===== src/rtl/fft_pkg.sv =====
// Shared FFT definitions: default widths, frame-loader state encoding and
// address helpers used by both the RAM writer and the FFT read sequencer.
package fft_pkg;

    localparam int FFT_ADDR_W = 8;
    localparam int FFT_DATA_W = 16;

    typedef enum logic [1:0] {
        IDLE = 2'd0,
        FILL = 2'd1,
        DONE = 2'd2
    } state_e;

    function automatic int clog2(input int value);
        int r;
        r = 0;
        while ((1 << r) < value) r++;
        return r;
    endfunction

    // Reverses the low 'width' bits of value; bits above width come back zero.
    function automatic logic [31:0] bitrev(input logic [31:0] value, input int width);
        logic [31:0] r;
        r = '0;
        for (int i = 0; i < 32; i++) begin
            if (i < width) r[i] = value[5'(width - 1 - i)];
        end
        return r;
    endfunction

endpackage


===== src/rtl/bit_reverse.sv =====
// Combinational bit-order reversal of a W-bit index (FFT address permutation).
module bit_reverse
    import fft_pkg::*;
#(
    parameter int W = 8
) (
    input  logic [W-1:0] in_i,
    output logic [W-1:0] out_o
);

    assign out_o = W'(bitrev(32'(in_i), W));

endmodule


===== src/rtl/fft_ram_writer.sv =====
// Streams one frame of samples into the FFT buffer RAM write port, optionally
// in bit-reversed order, and holds the frame until the consumer acknowledges.
module fft_ram_writer
    import fft_pkg::*;
#(
    parameter int ADDR_W    = FFT_ADDR_W,
    parameter int DATA_W    = FFT_DATA_W,
    parameter int FRAME_LEN = 256,
    parameter int BIT_REV   = 1,
    parameter int BASE_ADDR = 0
) (
    input  logic              CLK,
    input  logic              RST_N,
    input  logic              START,
    input  logic [DATA_W-1:0] S_DATA,
    input  logic              S_VALID,
    output logic              S_READY,
    output logic [ADDR_W-1:0] WADDR,
    output logic [DATA_W-1:0] WDATA,
    output logic              WE,
    output logic              BUSY,
    output logic              FRAME_DONE,
    input  logic              DONE_ACK,
    output logic [ADDR_W:0]   SAMPLE_CNT
);

    localparam int CNT_W = ADDR_W + 1;
    localparam int REV_W = clog2(FRAME_LEN);

    state_e            state_q, state_d;
    logic [ADDR_W:0]   cnt_q, cnt_d;
    logic [ADDR_W-1:0] waddr_q, waddr_d;
    logic [DATA_W-1:0] wdata_q, wdata_d;
    logic              we_q, we_d;
    logic              done_q, done_d;

    logic              accept;
    logic [REV_W-1:0]  idx;
    logic [REV_W-1:0]  rev_idx;
    logic [ADDR_W-1:0] offset;

    assign idx = cnt_q[REV_W-1:0];

    bit_reverse #(.W(REV_W)) u_bit_reverse (
        .in_i (idx),
        .out_o(rev_idx)
    );

    assign offset = (BIT_REV != 0) ? ADDR_W'(rev_idx) : ADDR_W'(idx);
    assign accept = S_VALID && (state_q == FILL);

    always_comb begin
        state_d = state_q;
        cnt_d   = cnt_q;
        waddr_d = waddr_q;
        wdata_d = wdata_q;
        we_d    = 1'b0;
        unique case (state_q)
            IDLE: begin
                if (START) begin
                    state_d = FILL;
                    cnt_d   = '0;
                end
            end
            FILL: begin
                if (accept) begin
                    we_d    = 1'b1;
                    waddr_d = ADDR_W'(BASE_ADDR) + offset;
                    wdata_d = S_DATA;
                    cnt_d   = cnt_q + CNT_W'(1);
                    if (cnt_q == CNT_W'(FRAME_LEN - 1)) state_d = DONE;
                end
            end
            DONE: begin
                if (DONE_ACK) begin
                    if (START) begin
                        state_d = FILL;
                        cnt_d   = '0;
                    end else begin
                        state_d = IDLE;
                    end
                end
            end
            default: state_d = IDLE;
        endcase
    end

    // FRAME_DONE lags DONE entry by one cycle so it only rises once the final write has committed.
    assign done_d = (state_q == DONE) && (state_d == DONE);

    always_ff @(posedge CLK or negedge RST_N) begin
        if (!RST_N) begin
            state_q <= IDLE;
            cnt_q   <= '0;
            waddr_q <= '0;
            wdata_q <= '0;
            we_q    <= 1'b0;
            done_q  <= 1'b0;
        end else begin
            state_q <= state_d;
            cnt_q   <= cnt_d;
            waddr_q <= waddr_d;
            wdata_q <= wdata_d;
            we_q    <= we_d;
            done_q  <= done_d;
        end
    end

    assign S_READY    = (state_q == FILL);
    assign BUSY       = (state_q == FILL);
    assign FRAME_DONE = done_q;
    assign WADDR      = waddr_q;
    assign WDATA      = wdata_q;
    assign WE         = we_q;
    assign SAMPLE_CNT = cnt_q;

endmodule


===== config.mk =====
export PLATFORM = sky130hd
export DESIGN_NAME = fft_ram_writer
export DESIGN_NICKNAME = d
export VERILOG_FILES = /design/src/rtl/fft_pkg.sv /design/src/rtl/bit_reverse.sv /design/src/rtl/fft_ram_writer.sv
export SDC_FILE = /design/constraint.sdc
export NUM_CORES = 1
export LEC_CHECK = 0
export ABC_CLOCK_PERIOD_IN_PS = 2000
export BUFFER_PORTS_ARGS = -buffer_cell sky130_fd_sc_hd__buf_2
export CAP_MARGIN = 10
export CORE_MARGIN = 2
export CORE_UTILIZATION = 50
export CTS_BUF_LIST = sky130_fd_sc_hd__clkbuf_8
export DETAILED_ROUTE_END_ITERATION = 8
export PLACE_DENSITY = 0.82
export SETUP_SLACK_MARGIN = 0.02
export SLEW_MARGIN = 20
export SYNTH_ARGS = -nofsm -noshare
export SYNTH_HDL_FRONTEND = slang
export SYNTH_SLANG_ARGS = --single-unit

===== constraint.sdc =====
create_clock -name CLK -period 2 [get_ports CLK]
set_input_delay 0.2 -clock CLK [delete_from_list [all_inputs] [get_ports CLK]]
set_output_delay 0.2 -clock CLK [all_outputs]
set_load 0.02 [all_outputs]

# Yosys cells after proc, flatten, opt, wreduce, memory -nomap -nowiden
# Cells that the tools add are included.
totals:
  ff_bits: 37
  latchBits: 0
  mem_bits_rw: 0
  mem_bits_ro: 0
  input_bits: 21
  wordCells: 31
  memories: 0
op_classes:
  add_sub_neg: 1
  n_mul: 0
  div: 0
  n_lt_le_gt_ge: 0
  eq_ne: 6
  shifts: 0
  n_mux: 12
  n_bitwise: 0
  n_reduce_logical: 6
ops:
  columns: ["cell", "count"]
  rows:
  - ["$mux W9", 3]
  - ["$pmux W9 S3", 1]
  - ["$add A9 B1 Y9 const B", 1]
  - ["$eq A9 B8 Y1 const B", 1]
  - ["$mux W2", 4]
  - ["$pmux W2 S3", 1]
  - ["$eq A2 B2 Y1 const B", 2]
  - ["$mux W1", 3]
  - ["$reduce_and A3 Y1", 1]
  - ["$reduce_bool A3 Y1", 1]
  - ["$eq A2 B1 Y1 const B", 1]
  - ["$logic_and A1 B1 Y1", 2]
  - ["$logic_not A2 Y1", 1]
  - ["$ne A2 B1 Y1 const B", 1]
  - ["$ne A2 B2 Y1 const B", 1]
  - ["$reduce_and A2 Y1", 1]

# Longest topological paths before layout
# Gate-level depths: netlist of the first run.
depth:
  word_depth: 6
  mapped_depth: 7
  ltp_nobuf: 7

# Hierarchy
# Synthesis of the first run repeated with hierarchy kept, for this count alone.
hier_totals:
  cells_unflattened: 125
  hier_area_um2: 1610.3
by_module_without_submodules:
  columns: ["mod", "instances", "cells_per_inst", "area_each_um2", "seq_area_each_um2"]
  rows:
  - ["fft_ram_writer", 1, 117, 1550.2, 925.9]
  - ["bit_reverse", 1, 8, 60.1, 0.0]

# Least setup slack after synthesis of the first run
# No wires, ideal clock.
synth_path:
  path_kind: "reg-to-reg"
  from: "register state_q[0]"
  to: "register wdata_q[10], in the netlist WDATA[10]"
  arrival_ps: 1716
  slack_ps: 159
  path_stages_with_launch: 7
  n_path_buf: 1
  synth_period_minus_slack_ps: 1841
  path_cell_list: "dfrtp_1 > inv_1 > nor2_1 > nand2_2 > inv_4 > buf_6 > mux2_2"
synth_via:
  elab_chain_len: 3
synth_rtl:
  columns: ["element", "line", "rtl"]
  rows:
  - ["from (decl)", "fft_ram_writer.sv:30", "state_e state_q, state_d;"]
  - ["from (signal assigned)", "fft_ram_writer.sv:100", "state_q <= state_d;"]
  - ["$eq A2 B1 Y1 (*)", null, null]
  - ["named net BUSY", "fft_ram_writer.sv:21", "output logic BUSY,"]
  - ["$logic_and A1 B1 Y1", "fft_ram_writer.sv:50", "assign accept = S_VALID && (state_q == FILL);"]
  - ["$reduce_and A2 Y1 (no line) (*)", null, null]
  - ["to (signal assigned)", "fft_ram_writer.sv:103", "wdata_q <= wdata_d;"]
  - ["to (decl)", "fft_ram_writer.sv:33", "logic [DATA_W-1:0] wdata_q, wdata_d;"]
# Mark *: on every way through the listed nets, which the timed path passes. The rest lies on a longest branch.
# A chain may end at the register's enable or synchronous reset.

# Worst setup path in the final report of the first run
layout_path:
  from: "register state_q[0]"
  to: "register wdata_q[13], in the netlist WDATA[13]"
layout_via:
  elab_chain_len: 3
layout_rtl:
  columns: ["element", "line"]
  rows:
  - ["$eq A2 B1 Y1 (*)", "fft_ram_writer.sv:50, fft_ram_writer.sv:58"]
  - ["$logic_and A1 B1 Y1", "fft_ram_writer.sv:50"]
  - ["$reduce_and A2 Y1 (no line) (*)", null]
# Every way passes the cells marked *; elsewhere a longest branch is shown, timed or not.

==> flow_summary.rst, run 1 <==
.. list-table::
   :header-rows: 1

   * - Metric
     - Value
   * - Area of the multi-input gates
     - 572 sq um
   * - Relative slew margins
     - 0.485
   * - Clock buffers created by TritonCTS
     - 5
   * - Violation count after the first detailed-route iteration
     - 27
   * - Maximum vdd ir drop
     - 0.651 mV
   * - Quantity of gates resized following cts
     - 0
   * - Wire length of the first global-routing pass
     - 4970 um
   * - # DRC
     - 0
   * - Endpoint class of the critical path
     - register
   * - Layout overhead on the synthesized area
     - 24.9%
   * - Critical setup path kind
     - register to register
   * - Count of buffers from port buffering
     - 57
   * - Synth Cell Area
     - 1550 sq um
   * - Antenna fix cells
     - 0
   * - Register area
     - 926 sq um
   * - Vertical die dimension
     - 59.6 um
   * - Setup TNS after final layout
     - 0 ns
   * - I/O pin cnt
     - 58
   * - Antenna-violating nets left
     - 0
   * - Area of the placeable core
     - 3000 sq um
   * - CTS Root Cell
     - sky130_fd_sc_hd__clkbuf_8
   * - Final Hold Slack
     - -0.0157 ns
   * - Row count
     - 20
   * - Share of final-layout standard cells stronger than drive strength 1
     - 0.514
   * - Antenna violations before repair
     - 0
   * - Result of the run
     - complete, but fails checks
   * - Cells after Synth
     - 118
   * - Via count
     - 1137
   * - Half-perimeter wire length after detailed placement
     - 2240 um
   * - Number of pins exceeding their max-slew limit in the final report
     - 0
   * - Area of placed instances
     - 1840 sq um
   * - WP data required
     - 2.17 ns
   * - Clock-pin slew on the worst setup and hold paths
     - 0.07 ns
   * - Cell area power density
     - 1100 nW/um^2
   * - Data arrival time at the worst-slack endpoint
     - 1.84 ns
   * - Area enclosed by the die boundary
     - 3550 sq um
   * - Peak clock frequency supported by timing
     - 598 MHz
   * - Clock tree from TritonCTS
     - done
   * - Count of TritonRoute iterations in the first routing pass
     - 4
   * - Register area share after synthesis
     - 0.599
   * - CP Max Fanout
     - 19
   * - Setup repair after global routing missed its margin
     - no
   * - Synth cell types
     - 30
   * - H-tree level count
     - 2
   * - Cell area after layout
     - 1930 sq um
   * - Actual transition at the worst max-transition pin
     - 0.773 ns
   * - Sort of element at the start of the critical path
     - register
   * - Detail-routed net length per standard cell
     - 14.5 um
   * - Horiz. Die Dim
     - 59.6 um
   * - Max-capacitance violation count
     - 0
   * - Gpl congestion
     - 0.771
   * - Overall global routing resource usage
     - 0.193
   * - Most used cells in the layout excluding fill and tap cells
     - 57 x sky130_fd_sc_hd__buf_2, 37 x sky130_fd_sc_hd__dfrtp_1, 24 x sky130_fd_sc_hd__mux2_2, 7 x sky130_fd_sc_hd__a21oi_1
   * - Deepest clock path buffer count
     - 2
   * - Post-route fraction of the period consumed by the critical path
     - 0.837
   * - Time the worst path needs with I/O delays and setup
     - 1.67 ns
   * - Number of nets in the final layout
     - 200
   * - Grt ovf
     - 0
   * - Static Leakage
     - 0.967 nW
   * - Fill cell total of the finished layout
     - 245
   * - Vias in the first global route
     - 1197
   * - Final Setup Violations
     - 0
   * - Total setup buffers inserted after CTS
     - 0
   * - CTS hold repair buffers
     - 0
   * - Final Hold Violating Endpoints
     - 37
   * - Maximum number of pins on one net before global-route repair
     - 38
   * - Most frequent standard cell in the layout excluding fill and tap cells
     - sky130_fd_sc_hd__buf_2
   * - Post-Route Skew
     - 0.00598 ns
   * - Syn. warnings
     - 0
   * - Min-delay worst type
     - primary input to async pin
   * - Failing checks
     - negative hold slack
   * - Count of clock tree sinks
     - 37
   * - Starting density of the core
     - 0.515
   * - Number of register bits inferred by synthesis
     - 37
   * - Via/cell ratio
     - 5.41
   * - Mapped Nets
     - 141
   * - Later-pin clock latency in the skew report
     - 0.29 ns
   * - Average instance area after synthesis
     - 13.1 sq um
   * - Final wirelength
     - 3050 um
-- Yosys cell counts (all sizes together) --
cell | instances | share of area
or3 | 3 | 0.012
and3 | 1 | 0.0040
or4 | 2 | 0.0097
inv | 4 | 0.011
mux2 | 24 | 0.17
nand3 | 4 | 0.013
nand4b | 2 | 0.011
clkbuf | 2 | 0.0049
mux2i | 1 | 0.0065
and2 | 1 | 0.0040
dfrtp | 37 | 0.60
a2bb2oi | 1 | 0.0097
nor2 | 4 | 0.0097
o21ai | 4 | 0.013
ha | 2 | 0.016
a22o | 1 | 0.0057
a21o | 1 | 0.0049
nand2b | 1 | 0.0040
a21oi | 7 | 0.023
buf | 3 | 0.015
o31ai | 2 | 0.0097
nand2 | 7 | 0.019
xnor2 | 1 | 0.0057
and2b | 1 | 0.0049
o22ai | 1 | 0.0040
o41ai | 1 | 0.0057
-- power by group --
group	internal (mW)	total, mW	switching [mW]
registers	0.888	1.01	0.123
clock network	0.272	0.520	0.248
logic	0.241	0.594	0.353
total	1.40	2.13	0.724
-- critical path: stages, from the launching register on --
cell and delay [ns]:
sky130_fd_sc_hd__dfrtp_1 0.44, sky130_fd_sc_hd__inv_1 0.08, sky130_fd_sc_hd__nor2_1 0.18, sky130_fd_sc_hd__nand2_2 0.22, sky130_fd_sc_hd__inv_4 0.25, sky130_fd_sc_hd__mux2_2 0.37
-- area by class of cell --
cell class	instances	area share
well taps	33	0.0214
clock buffers	6	0.0427
clock inverters	1	0.00389
inverters	4	0.00907
repair buffers	57	0.148
flip-flops and latches	37	0.479
multi-input cells	72	0.296
-- per-stage QoR --
| stage | total power [mW] | worst slack [ns] | cells | utilization | hold slack (ns) |
|---|---|---|---|---|---|
| 3_3_place_gp | 1.60 | 0.372 | 203 | 0.613 | 0.317 |
| 4_1_cts | 2.15 | 0.295 | 210 | 0.643 | 0.0144 |
| 3_5_place_dp | 1.62 | 0.312 | 203 | 0.613 | 0.325 |
| 6_report | 2.13 | 0.327 | 210 | 0.643 | -0.0157 |
| 5_1_grt | 2.25 | 0.199 | 210 | 0.643 | 0.0491 |
| 2_1_floorplan | 1.40 | 0.159 | 118 | - | -0.0956 |
-- logic make-up (layout without fill, tap and decap cells) --
logic type,count (synthesis),after routing,share of synthesized area
flip-flops,37,37,0.599
AND/OR/NAND/NOR,26,26,0.0914
multiplexers,25,25,0.181
AO/OA/AOI/OAI,18,18,0.0752
buffers and inverters,9,68,0.0316
adder cells (fa/ha/maj),2,2,0.0162
XOR/XNOR,1,1,0.00566
-- flip-flops by register name (all words and copies together), names as in the netlist --
register	count
WE	1
FRAME_DONE	1
state_q	2
WADDR	8
WDATA	16
SAMPLE_CNT	9
-- worst paths after layout --
path | startpoint | to | slack [ns] | depth (start not counted)
max in group asynchronous | RST_N | WDATA[12] | 1.53 | 1
min in group CLK | S_DATA[6] | WDATA[6] | 0.14 | 2
setup reg to reg | state_q[0] | WDATA[13] | 0.33 | 5
setup / recovery | state_q[0] | WDATA[13] | 0.33 | 5
hold reg to reg | WADDR[3] | WADDR[3] | 0.50 | 1
hold / removal | RST_N | WADDR[2] | -0.02 | 1
-- metal layers --
metal | track usage | wire length, um | part of all wire | vias up
li1 | - | - | - | 535
met1 | 0.200 | 1210 | 0.40 | 557
met2 | 0.352 | 1600 | 0.52 | 40
met3 | 0.0721 | 209 | 0.069 | 5
met4 | 0.0698 | 36 | 0.012 | 0
met5 | 0 | 0 | 0 | -
Note: power is estimated with default switching activity, not from simulation.
==> inputs of run 2 (changes only) <==
--- a/config.mk
+++ b/config.mk
@@ -5,14 +5,14 @@
 export SDC_FILE = /design/constraint.sdc
 export NUM_CORES = 1
 export LEC_CHECK = 0
-export ABC_CLOCK_PERIOD_IN_PS = 2000
+export ABC_CLOCK_PERIOD_IN_PS = 1400
 export BUFFER_PORTS_ARGS = -buffer_cell sky130_fd_sc_hd__buf_2
 export CAP_MARGIN = 10
 export CORE_MARGIN = 2
-export CORE_UTILIZATION = 50
+export CORE_UTILIZATION = 45
 export CTS_BUF_LIST = sky130_fd_sc_hd__clkbuf_8
 export DETAILED_ROUTE_END_ITERATION = 8
-export PLACE_DENSITY = 0.82
+export PLACE_DENSITY = 0.78
 export SETUP_SLACK_MARGIN = 0.02
 export SLEW_MARGIN = 20
 export SYNTH_ARGS = -nofsm -noshare
==> constraint.sdc (replaced) <==
create_clock -name CLK -period 1.4 [get_ports CLK]
set_input_delay 0.14 -clock CLK [delete_from_list [all_inputs] [get_ports CLK]]
set_output_delay 0.14 -clock CLK [all_outputs]
set_load 0.02 [all_outputs]
==> run 2 against run 1 <==
Effect of this change: the run ends with negative setup slack left; clock power rose by 55%; critical path depth fell by 1; total power rose by 61%; sequential share of layout area fell by 7.8 points; via count rose by 16%; register-to-register slack got worse by 0.42 ns; highest routed layer unchanged.
==> flow_summary.rst, run 2 (same netlist as run 1, synthesis figures left out) <==
.. list-table::
   :header-rows: 1

   * - Metric
     - Value
   * - Min-Delay Startpoint
     - S_DATA[8]
   * - Flip-flop count of the largest register after layout
     - 16 (unchanged)
   * - Overall global routing resource usage
     - 0.206 (+0.0131)
   * - Time the worst path needs with I/O delays and setup
     - 1.49 ns (-0.184 ns)
   * - Clock tree from TritonCTS
     - done
   * - Number of pins exceeding their max-slew limit in the final report
     - 0 (unchanged)
   * - Worst hold endpoint
     - WDATA[8]
   * - H-tree level count
     - 2 (unchanged)
   * - Max-capacitance violation count
     - 0 (unchanged)
   * - Endpoint class of the critical path
     - register
   * - Later-pin clock latency in the skew report
     - 0.29 ns (about the same)
   * - Most frequent standard cell in the layout excluding fill and tap cells
     - sky130_fd_sc_hd__buf_2
   * - Result of the run
     - complete, but fails checks
   * - Count of clock tree sinks
     - 37 (unchanged)
   * - Vertical die dimension
     - 62.6 um (+5.0%)
   * - Final Setup Violations
     - 14 (+14)
   * - Sort of element at the start of the critical path
     - register
   * - Setup repair after global routing missed its margin
     - yes
   * - Reg-to-reg setup timing slack
     - -0.09 ns (-0.42 ns)
   * - Final worst setup slack
     - -0.0894 ns (-0.416 ns)
   * - Post-placement setup slack
     - -0.156 ns (-0.468 ns)
   * - Maximum number of pins on one net before global-route repair
     - 21 (-45%)
   * - Via/cell ratio
     - 5.28 (-2.5%)
   * - Violation count after the first detailed-route iteration
     - 55 (+100%)
   * - Layout overhead on the synthesized area
     - 50.8%
   * - Gpl congestion
     - 0.780 (+1.2%)
   * - Post-route fraction of the period consumed by the critical path
     - 1.06 (+0.227)
   * - WP data required
     - 1.62 ns (-0.55 ns)
   * - Cell area power density
     - 1470 nW/um^2 (+33%)
   * - Most used cells in the layout excluding fill and tap cells
     - 57 x sky130_fd_sc_hd__buf_2, 29 x sky130_fd_sc_hd__dfrtp_1, 20 x sky130_fd_sc_hd__buf_4, 17 x sky130_fd_sc_hd__mux2_2, 8 x sky130_fd_sc_hd__dfrtp_2
   * - Half-perimeter wire length after detailed placement
     - 2530 um (+13%)
   * - Failing checks
     - negative setup slack
   * - Number of nets in the final layout
     - 225 (+13%)
   * - Post-Route Skew
     - 0.00445 ns (-0.00153 ns)
   * - Startpoint of the lowest-slack register-to-register path
     - state_q[0]
   * - Number of instances on the worst hold path
     - 2
   * - Final wirelength
     - 3870 um (+27%)
   * - Peak clock frequency supported by timing
     - 671 MHz (+12%)
   * - # DRC
     - 0 (unchanged)
   * - CTS Root Cell
     - sky130_fd_sc_hd__clkbuf_8
   * - Deepest clock path buffer count
     - 2 (unchanged)
   * - Antenna-violating nets left
     - 0 (unchanged)
   * - Total power
     - 3.42 mW (+61%)
   * - Starting density of the core
     - 0.467 (-0.0479)
   * - Relative slew margins
     - 0.701 (+0.216)
   * - I/O pin cnt
     - 58 (unchanged)
   * - Area of the placeable core
     - 3310 sq um (+10%)
   * - Count of TritonRoute iterations in the first routing pass
     - 4 (unchanged)
   * - Maximum vdd ir drop
     - 0.845 mV (+30%)
   * - Fill cell total of the finished layout
     - 243 (-0.82%)
   * - Data arrival time at the worst-slack endpoint
     - 1.71 ns (-0.13 ns)
   * - Clock-pin slew on the worst setup and hold paths
     - 0.07 ns (about the same)
   * - Critical setup path kind
     - register to register
   * - Count of buffers from port buffering
     - 57 (unchanged)
   * - Clock buffers created by TritonCTS
     - 5 (unchanged)
   * - Actual transition at the worst max-transition pin
     - 0.449 ns (-0.324 ns)
   * - Antenna fix cells
     - 0 (unchanged)
   * - Area enclosed by the die boundary
     - 3920 sq um (+10%)
   * - Wire length of the first global-routing pass
     - 6350 um (+28%)
   * - Detail-routed net length per standard cell
     - 15.5 um (+7.1%)
   * - Row count
     - 21 (+5.0%)
   * - R2R depth
     - 4 (-1)
   * - Min-delay worst type
     - primary input to register
   * - Static Leakage
     - 1.14 nW (+18%)
   * - Via count
     - 1314 (+16%)
   * - Grt ovf
     - 0 (unchanged)
   * - Final Hold Violating Endpoints
     - 0 (-100%)
   * - Vias in the first global route
     - 1317 (+10%)
   * - Share of final-layout standard cells stronger than drive strength 1
     - 0.700 (+0.185)
   * - Endpoint of the worst register-to-register path
     - SAMPLE_CNT[5]
   * - Antenna violations before repair
     - 0 (unchanged)
   * - CP Max Fanout
     - 5 (-14)
   * - Horiz. Die Dim
     - 62.6 um (+5.0%)
## run 2: cell count changes in the layout (fill, tap and decap cells not counted), moves of 2 or more
cell / previous run / this run
sky130_fd_sc_hd__or4_1: 2 / 0
sky130_fd_sc_hd__or4_4: 0 / 2
sky130_fd_sc_hd__dfrtp_1: 37 / 29
sky130_fd_sc_hd__ha_1: 2 / 0
sky130_fd_sc_hd__dfrtp_2: 0 / 8
sky130_fd_sc_hd__mux2_4: 0 / 7
sky130_fd_sc_hd__nor2_1: 4 / 2
sky130_fd_sc_hd__a21oi_2: 0 / 2
sky130_fd_sc_hd__mux2_2: 24 / 17
sky130_fd_sc_hd__a21oi_1: 7 / 5
sky130_fd_sc_hd__buf_4: 0 / 20
## run 2: per-layer routing
layer  global-route usage  part of all wire
met1                0.258              0.40
met2                0.340              0.50
met3               0.0613             0.072
met4               0.0722             0.022
met5                    0                 0
## run 2: critical path, cell delays in order, from the launching register on
cell                        delay [ns]
sky130_fd_sc_hd__dfrtp_2          0.44
sky130_fd_sc_hd__mux2i_4          0.22
sky130_fd_sc_hd__a2bb2oi_4        0.17
sky130_fd_sc_hd__or4_4            0.48
sky130_fd_sc_hd__a21oi_2          0.12
## run 2: worst max path at each step
stage | end | cells past startpoint | start | slack (ns)
finish | SAMPLE_CNT[5] | 4 | state_q[0] | -0.09
floorplan | WDATA[10] | 6 | state_q[0] | -0.11
detailed placement | SAMPLE_CNT[7] | 4 | state_q[0] | -0.16
global route | SAMPLE_CNT[5] | 4 | state_q[0] | -0.11
CTS | SAMPLE_CNT[5] | 4 | state_q[0] | -0.08
global placement | SAMPLE_CNT[5] | 4 | state_q[0] | -0.02
## run 2: stage by stage
step	utilization	std cells	setup TNS, ns	hold WS (ns)	cell area, sq um
after floorplan	-	118	-0.740	-0.156	1630
after global placement	0.619	231	-0.0425	0.0938	2050
after detailed placement	0.619	231	-0.388	0.111	2050
after CTS	0.688	245	-0.614	0.0768	2280
after global routing	0.704	249	-1.86	0.0770	2330
final	0.704	249	-0.663	0.0831	2330
## run 2: area by class of cell
cell class	instances	area, sq um	area share
Sequential cell	37	936	0.401
Multi-Input combinational cell	73	716	0.307
Timing Repair Buffer	80	480	0.206
Clock buffer	7	96.3	0.0413
Tap cell	46	57.6	0.0247
Inverter	4	30.0	0.0129
Timing Repair inverter	1	11.3	0.00483
Clock inverter	1	5.00	0.00215
## run 2: where the power goes
group          internal, mW  switching (mW)  total [mW]  leakage [nW]
registers              1.28           0.145        1.42         0.450
logic                 0.544           0.646        1.19         0.637
clock network         0.444           0.359       0.804        0.0542
## run 2: repair_timing
action	in CTS	in global routing
gates resized for setup	15	9
hold endpoints to repair	17	0
setup buffers	4	3
pin swaps	7	2
endpoints found under the setup margin	8	36
gates cloned	1	1
hold buffers	1	0
